[src/rtl/carfield_mailbox_responder.sv]
// Dual-port register-bus mailbox: two opposite-direction message FIFOs, one
// access FSM per port, and level interrupts flagging pending inbound messages.

package carfield_mailbox_pkg;
  typedef struct packed {
    logic [31:0] addr;
    logic        write;
    logic [31:0] wdata;
    logic [3:0]  wstrb;
    logic        valid;
  } carfield_a32_d32_reg_req_t;

  typedef struct packed {
    logic [31:0] rdata;
    logic        error;
    logic        ready;
  } carfield_a32_d32_reg_rsp_t;
endpackage

module carfield_mailbox_fifo #(
  parameter int unsigned Depth = 4,
  parameter int unsigned PtrW  = 2,
  parameter int unsigned LvlW  = 3
) (
  input  logic            clk_i,
  input  logic            rst_ni,
  input  logic            push,
  input  logic [31:0]     push_data,
  input  logic            pop,
  input  logic            flush,
  output logic            full,
  output logic            empty,
  output logic [LvlW-1:0] level,
  output logic [31:0]     head,
  output logic            empty_next
);
  logic [31:0]     mem [Depth];
  logic [PtrW-1:0] wptr;
  logic [PtrW-1:0] rptr;
  logic [LvlW-1:0] level_next;

  assign full  = (level == LvlW'(Depth));
  assign empty = (level == '0);
  assign head  = mem[rptr];

  // Ports only raise push when not full and pop when not empty.
  always_comb begin
    level_next = level;
    if (flush)             level_next = '0;
    else if (push && !pop) level_next = level + LvlW'(1);
    else if (pop && !push) level_next = level - LvlW'(1);
  end

  assign empty_next = (level_next == '0);

  always_ff @(posedge clk_i or negedge rst_ni) begin
    if (!rst_ni) begin
      wptr  <= '0;
      rptr  <= '0;
      level <= '0;
    end else begin
      level <= level_next;
      if (flush) begin
        wptr <= '0;
        rptr <= '0;
      end else begin
        if (push) wptr <= wptr + PtrW'(1);
        if (pop)  rptr <= rptr + PtrW'(1);
      end
    end
  end

  always_ff @(posedge clk_i) begin
    if (push && !flush) mem[wptr] <= push_data;
  end
endmodule

// state | meaning
// IDLE  | waiting for valid; decode and commit side effects on the valid cycle
// RESP  | ready high for one cycle with rdata/error, then back to IDLE
module carfield_mailbox_port #(
  parameter int unsigned LvlW = 3
) (
  input  logic            clk_i,
  input  logic            rst_ni,
  input  logic            req_valid,
  input  logic            req_write,
  input  logic [2:0]      req_offset,
  input  logic [1:0]      req_ctrl,
  input  logic [3:0]      req_wstrb,
  output logic            rsp_ready,
  output logic [31:0]     rsp_rdata,
  output logic            rsp_error,
  input  logic            tx_full,
  input  logic [LvlW-1:0] tx_level,
  input  logic            rx_empty,
  input  logic [LvlW-1:0] rx_level,
  input  logic [31:0]     rx_head,
  input  logic            rx_empty_next,
  output logic            tx_push,
  output logic            rx_pop,
  output logic            rx_flush,
  output logic            irq
);
  typedef enum logic {IDLE, RESP} state_e;

  state_e      state;
  logic        commit;
  logic        irq_en;
  logic        irq_en_we;
  logic        irq_en_next;
  logic        rd_error;
  logic [31:0] rd_data;
  logic [31:0] status;

  assign commit = (state == IDLE) && req_valid;

  always_comb begin
    status             = '0;
    status[0]          = rx_empty;
    status[1]          = tx_full;
    status[8 +: LvlW]  = rx_level;
    status[16 +: LvlW] = tx_level;
  end

  always_comb begin
    tx_push   = 1'b0;
    rx_pop    = 1'b0;
    rx_flush  = 1'b0;
    irq_en_we = 1'b0;
    rd_data   = '0;
    rd_error  = 1'b0;
    case (req_offset)
      3'd0: begin
        if (req_write) begin
          if (req_wstrb == 4'hF && !tx_full) tx_push = commit;
          else rd_error = 1'b1;
        end
      end
      3'd1: begin
        if (req_write || rx_empty) begin
          rd_error = 1'b1;
        end else begin
          rx_pop  = commit;
          rd_data = rx_head;
        end
      end
      3'd2: begin
        if (req_write) rd_error = 1'b1;
        else rd_data = status;
      end
      3'd3: begin
        if (req_write) begin
          if (req_wstrb[0]) begin
            irq_en_we = commit;
            rx_flush  = commit & req_ctrl[1];
          end
        end else begin
          rd_data = {31'd0, irq_en};
        end
      end
      default: rd_error = 1'b1;
    endcase
  end

  assign irq_en_next = irq_en_we ? req_ctrl[0] : irq_en;

  // Interrupt is built from next-cycle occupancy so it tracks the FIFO level.
  always_ff @(posedge clk_i or negedge rst_ni) begin
    if (!rst_ni) begin
      state     <= IDLE;
      rsp_ready <= 1'b0;
      rsp_rdata <= '0;
      rsp_error <= 1'b0;
      irq_en    <= 1'b0;
      irq       <= 1'b0;
    end else begin
      irq_en <= irq_en_next;
      irq    <= irq_en_next & ~rx_empty_next;
      case (state)
        IDLE: begin
          if (req_valid) begin
            state     <= RESP;
            rsp_ready <= 1'b1;
            rsp_rdata <= rd_data;
            rsp_error <= rd_error;
          end
        end
        RESP: begin
          state     <= IDLE;
          rsp_ready <= 1'b0;
          rsp_rdata <= '0;
          rsp_error <= 1'b0;
        end
      endcase
    end
  end
endmodule

module carfield_mailbox_responder #(
  parameter int unsigned Depth = 4,
  parameter type reg_req_t = carfield_mailbox_pkg::carfield_a32_d32_reg_req_t,
  parameter type reg_rsp_t = carfield_mailbox_pkg::carfield_a32_d32_reg_rsp_t
) (
  input  logic     clk_i,
  input  logic     rst_ni,
  input  reg_req_t a_reg_req_i,
  output reg_rsp_t a_reg_rsp_o,
  input  reg_req_t b_reg_req_i,
  output reg_rsp_t b_reg_rsp_o,
  output logic     a_irq_o,
  output logic     b_irq_o
);
  localparam int unsigned PtrW = $clog2(Depth);
  localparam int unsigned LvlW = PtrW + 1;

  logic            ab_push, ab_pop, ab_flush, ab_full, ab_empty, ab_empty_next;
  logic            ba_push, ba_pop, ba_flush, ba_full, ba_empty, ba_empty_next;
  logic [LvlW-1:0] ab_level, ba_level;
  logic [31:0]     ab_head, ba_head;
  logic            a_ready, a_error, b_ready, b_error;
  logic [31:0]     a_rdata, b_rdata;
  logic            unused_addr_bits;

  assign unused_addr_bits = ^{a_reg_req_i.addr[31:5], a_reg_req_i.addr[1:0],
                              b_reg_req_i.addr[31:5], b_reg_req_i.addr[1:0]};

  carfield_mailbox_fifo #(.Depth(Depth), .PtrW(PtrW), .LvlW(LvlW)) u_fifo_ab (
    .clk_i      (clk_i),
    .rst_ni     (rst_ni),
    .push       (ab_push),
    .push_data  (a_reg_req_i.wdata),
    .pop        (ab_pop),
    .flush      (ab_flush),
    .full       (ab_full),
    .empty      (ab_empty),
    .level      (ab_level),
    .head       (ab_head),
    .empty_next (ab_empty_next)
  );

  carfield_mailbox_fifo #(.Depth(Depth), .PtrW(PtrW), .LvlW(LvlW)) u_fifo_ba (
    .clk_i      (clk_i),
    .rst_ni     (rst_ni),
    .push       (ba_push),
    .push_data  (b_reg_req_i.wdata),
    .pop        (ba_pop),
    .flush      (ba_flush),
    .full       (ba_full),
    .empty      (ba_empty),
    .level      (ba_level),
    .head       (ba_head),
    .empty_next (ba_empty_next)
  );

  carfield_mailbox_port #(.LvlW(LvlW)) u_port_a (
    .clk_i         (clk_i),
    .rst_ni        (rst_ni),
    .req_valid     (a_reg_req_i.valid),
    .req_write     (a_reg_req_i.write),
    .req_offset    (a_reg_req_i.addr[4:2]),
    .req_ctrl      (a_reg_req_i.wdata[1:0]),
    .req_wstrb     (a_reg_req_i.wstrb),
    .rsp_ready     (a_ready),
    .rsp_rdata     (a_rdata),
    .rsp_error     (a_error),
    .tx_full       (ab_full),
    .tx_level      (ab_level),
    .rx_empty      (ba_empty),
    .rx_level      (ba_level),
    .rx_head       (ba_head),
    .rx_empty_next (ba_empty_next),
    .tx_push       (ab_push),
    .rx_pop        (ba_pop),
    .rx_flush      (ba_flush),
    .irq           (a_irq_o)
  );

  carfield_mailbox_port #(.LvlW(LvlW)) u_port_b (
    .clk_i         (clk_i),
    .rst_ni        (rst_ni),
    .req_valid     (b_reg_req_i.valid),
    .req_write     (b_reg_req_i.write),
    .req_offset    (b_reg_req_i.addr[4:2]),
    .req_ctrl      (b_reg_req_i.wdata[1:0]),
    .req_wstrb     (b_reg_req_i.wstrb),
    .rsp_ready     (b_ready),
    .rsp_rdata     (b_rdata),
    .rsp_error     (b_error),
    .tx_full       (ba_full),
    .tx_level      (ba_level),
    .rx_empty      (ab_empty),
    .rx_level      (ab_level),
    .rx_head       (ab_head),
    .rx_empty_next (ab_empty_next),
    .tx_push       (ba_push),
    .rx_pop        (ab_pop),
    .rx_flush      (ab_flush),
    .irq           (b_irq_o)
  );

  always_comb begin
    a_reg_rsp_o       = '0;
    a_reg_rsp_o.rdata = a_rdata;
    a_reg_rsp_o.error = a_error;
    a_reg_rsp_o.ready = a_ready;
    b_reg_rsp_o       = '0;
    b_reg_rsp_o.rdata = b_rdata;
    b_reg_rsp_o.error = b_error;
    b_reg_rsp_o.ready = b_ready;
  end
endmodule
[config.mk]
export PLATFORM = sky130hd
export DESIGN_NAME = carfield_mailbox_responder
export DESIGN_NICKNAME = d
export VERILOG_FILES = /design/src/rtl/carfield_mailbox_responder.sv
export SDC_FILE = /design/constraint.sdc
export NUM_CORES = 1
export LEC_CHECK = 0
export ABC_AREA = 1
export CAP_MARGIN = 0
export CELL_PAD_IN_SITES_DETAIL_PLACEMENT = 1
export CELL_PAD_IN_SITES_GLOBAL_PLACEMENT = 1
export CORE_UTILIZATION = 38
export CTS_BUF_LIST = sky130_fd_sc_hd__clkbuf_8
export DETAILED_ROUTE_END_ITERATION = 10
export PLACE_DENSITY = 0.77
export SYNTH_ARGS = -nofsm -noshare
export SYNTH_HDL_FRONTEND = slang
export SYNTH_HIERARCHICAL = 1
export SYNTH_SLANG_ARGS = --single-unit
[constraint.sdc]
create_clock -name clk_i -period 6 [get_ports clk_i]
set_input_delay 0.6 -clock clk_i [delete_from_list [all_inputs] [get_ports clk_i]]
set_output_delay 0.6 -clock clk_i [all_outputs]
set_load 0.02 [all_outputs]
==> out/metrics.cfg <==
[outcome]
status = complete, but fails checks
violations = design-rule violations

[layout]
syn2layout_area_growth_pct = 22.2
post-route-util_pct = 47.5
fin_nets = 1529
multiInputGateArea_um2 = 3430
stdcell_count = 1884
stdcell_area_um2 = 17000
fill_cells = 3884
drive_gt1_share_pct = 8.09
seq_area_um2 = 9890

[power_and_ir_drop]
leakage_nw = 6.61
ir_drop_mv = 0.199
finalPower_mw = 5.80
powerDensity_nw_per_um2 = 342

[yosys]
yosys-top-cells-area = edfxtp_1 55%, dfrtp_1 16%, nand2_1 7.5%
netlist_top_cells_count = 278 x nand2_1, 256 x edfxtp_1, 170 x nor2_1
yosysTopAreaCell = edfxtp_1
synthArstFlopShare_pct = 25.6
syn_inst = 1210
ys.flop_type = edfxtp_1
synth_seq_cells = 344
syn_nets = 1366
synth-edff-count = 256
yosysTopAreaCellShare_pct = 55.3
ys_warn_count = 6
netlist_area_um2 = 13900
synth.distinct_cells = 27
syn_avg_cell_area_um2 = 11.5
yosysSeqAreaShare_pct = 71.2
yosysMostFrequentCell = nand2_1

[critical_path]
cp.required_ns = 6.19
crit_fanout = 32
cp-start-kind = input port
worstSetupPathType = input port to flop
end_kind = flop
r2r_slack_ns = 2.62
crit_arrival_ns = 3.69

[floorplanning]
dieArea_um2 = 37300
die_x_um = 193
die_h_um = 193
fp-row-count = 69
initial_core_util_pct = 38.9
io_pins = 212
core_um2 = 35700

[timing]
layout_setup_ws_ns = 2.50
drv_slew = 0
finalCritPeriodShare_pct = 58.3
rsz0062_at_grt = no
layout_min_cycle_time_ns = 3.50
skew_ns = 0.0197
slew_headroom_pct = 19.9
hold_violations = 0
fin_setup_tns_ns = 0
tightest_slew_ns = 1.20
fmax_mhz = 286
whs_ns = 0.0995
setup_viol = 0

[cts]
cts_buffers = 57
clock_path_buffers = 3
ctsRootBufferMaster = clkbuf_8
hold_buffers = 0
htreeDepth = 2
cts_tree = yes
clock_latency_ns = 0.60
clk_pin_slew_ns = 0.06
cts_resized = 0
post-cts-setup-buffer-count = 0
clkSinkCount = 344

[global_routing]
grt_pass1_vias = 10300
grt_pass1_wl_um = 54600
track_usage_pct = 18.4
antenna_found_initial = 2
overflow = 0
grt_max_degree = 67

[min_path]
hold_path.class = input port to async pin

[routing]
vias = 9531
drcViolationCount = 10
first_pass_iters = 8
wl_per_cell_um = 18.2
ant_nets = 0
drtIter0Drc = 547
vias_per_cell = 5.06
routed_wl_um = 34300

[placed_design]
dp_cells = 1775
place.detailed.hpwl_um = 20900
gp_congestion = 0.770
io_buffers = 153
postPlaceCellArea_um2 = 15700
pre_cts_ws_ns = 1.99

[flow_run]
cap_violations = 0

==> cells by family (layout without fill, tap and decap cells) <==
group           Yosys count  in the layout  share of synthesized area [%]
simple gates            518            518                           14.9
flops                   344            344                           71.2
compound gates          206            206                           8.07
buf+inv                 128            340                           4.59
fa+ha+maj                14             14                           1.26
other cells               0              1                              0
==> power by group <==
group | total (mW) | switching [mW] | internal, mW
clock network | 2.21 | 0.947 | 1.27
logic | 0.911 | 0.601 | 0.311
registers | 2.68 | 0.0732 | 2.60
total | 5.80 | 1.62 | 4.18
==> state kept, by name (all words and copies together) (netlist names), 2 cells and up <==
signal and cells:
u_fifo_ba/mem 128, u_fifo_ab/rptr 2, u_fifo_ba/level 3, u_fifo_ab/level 3, u_fifo_ab/wptr 2, u_port_a/rsp_rdata 32, u_port_b/rsp_rdata 32, u_fifo_ba/wptr 2
u_fifo_ba/rptr 2, u_fifo_ab/mem 128
==> worst paths after layout <==
| check | cells past startpoint | to | start |
|---|---|---|---|
| hold reg to reg | 1 | u_port_b/rsp_ready | u_port_b/state |
| setup / recovery | 7 | u_fifo_ba/mem[0][24] | b_reg_req_i[37] |
| max in group asynchronous | 2 | u_fifo_ba/rptr[0] | rst_ni |
| setup reg to reg | 9 | u_fifo_ba/mem[0][24] | u_fifo_ba/level[0] |
| min in group clk_i | 1 | u_port_b/rsp_ready | u_port_b/state |
| hold / removal | 1 | u_port_a/rsp_rdata[27] | rst_ni |
==> worst max-delay path, cell delays in order <==
cell             delay (ns)
clkdlybuf4s50_1        0.60
clkinv_1               0.28
nor2_1                 0.25
nand2_1                0.08
nor2_1                 0.48
nand2_1                0.40
nor2_4                 0.96
==> routing by layer <==
metal  part of all wire [%]  GRT usage (%)  wire length, um
met3                    4.5           3.19             1550
met5                  0.032              0               11
met1                     43           22.9            14600
met4                    1.9           5.78              635
met2                     51           32.8            17500
==> placed cells by master (no fill, tap or decap) <==
| cell type | Yosys | routed |
|---|---|---|
| clkinv_2 | 2 | 15 |
| o21ai_1 | 40 | 40 |
| dfrtp_2 | 0 | 2 |
| nor2_2 | 4 | 4 |
| clkbuf_8 | 0 | 59 |
| inv_2 | 4 | 4 |
| a21oi_1 | 4 | 4 |
| nor2_4 | 2 | 10 |
| nand2_2 | 2 | 2 |
| dfrtp_1 | 88 | 86 |
| a21boi_0 | 2 | 2 |
| clkinv_1 | 2 | 18 |
| bufinv_16 | 0 | 8 |
| inv_1 | 66 | 75 |
| diode_2 | 0 | 1 |
| nor2_1 | 170 | 162 |
| nand4_1 | 4 | 4 |
| inv_6 | 0 | 1 |
| edfxtp_1 | 256 | 256 |
| ha_1 | 14 | 14 |
| o21bai_1 | 2 | 2 |
| clkdlybuf4s50_1 | 0 | 152 |
| buf_4 | 6 | 6 |
| nor3b_1 | 2 | 2 |
| nor3_1 | 2 | 2 |
| clkinvlp_4 | 0 | 2 |
| o21ai_0 | 94 | 94 |
| nand3_2 | 2 | 2 |
| nand3_1 | 52 | 52 |
| o22ai_1 | 64 | 64 |
| nand2_1 | 278 | 278 |
==> layout make-up <==
class,count,area share [%]
sequential,344,58.3
tap,461,3.40
timing repair buffer,158,9.22
antenna,1,0.0147
clock inverter,49,2.49
clock buffer,59,4.78
inverter,74,1.65
multi-input combinational,738,20.2
(Power assumes the default switching activity.)
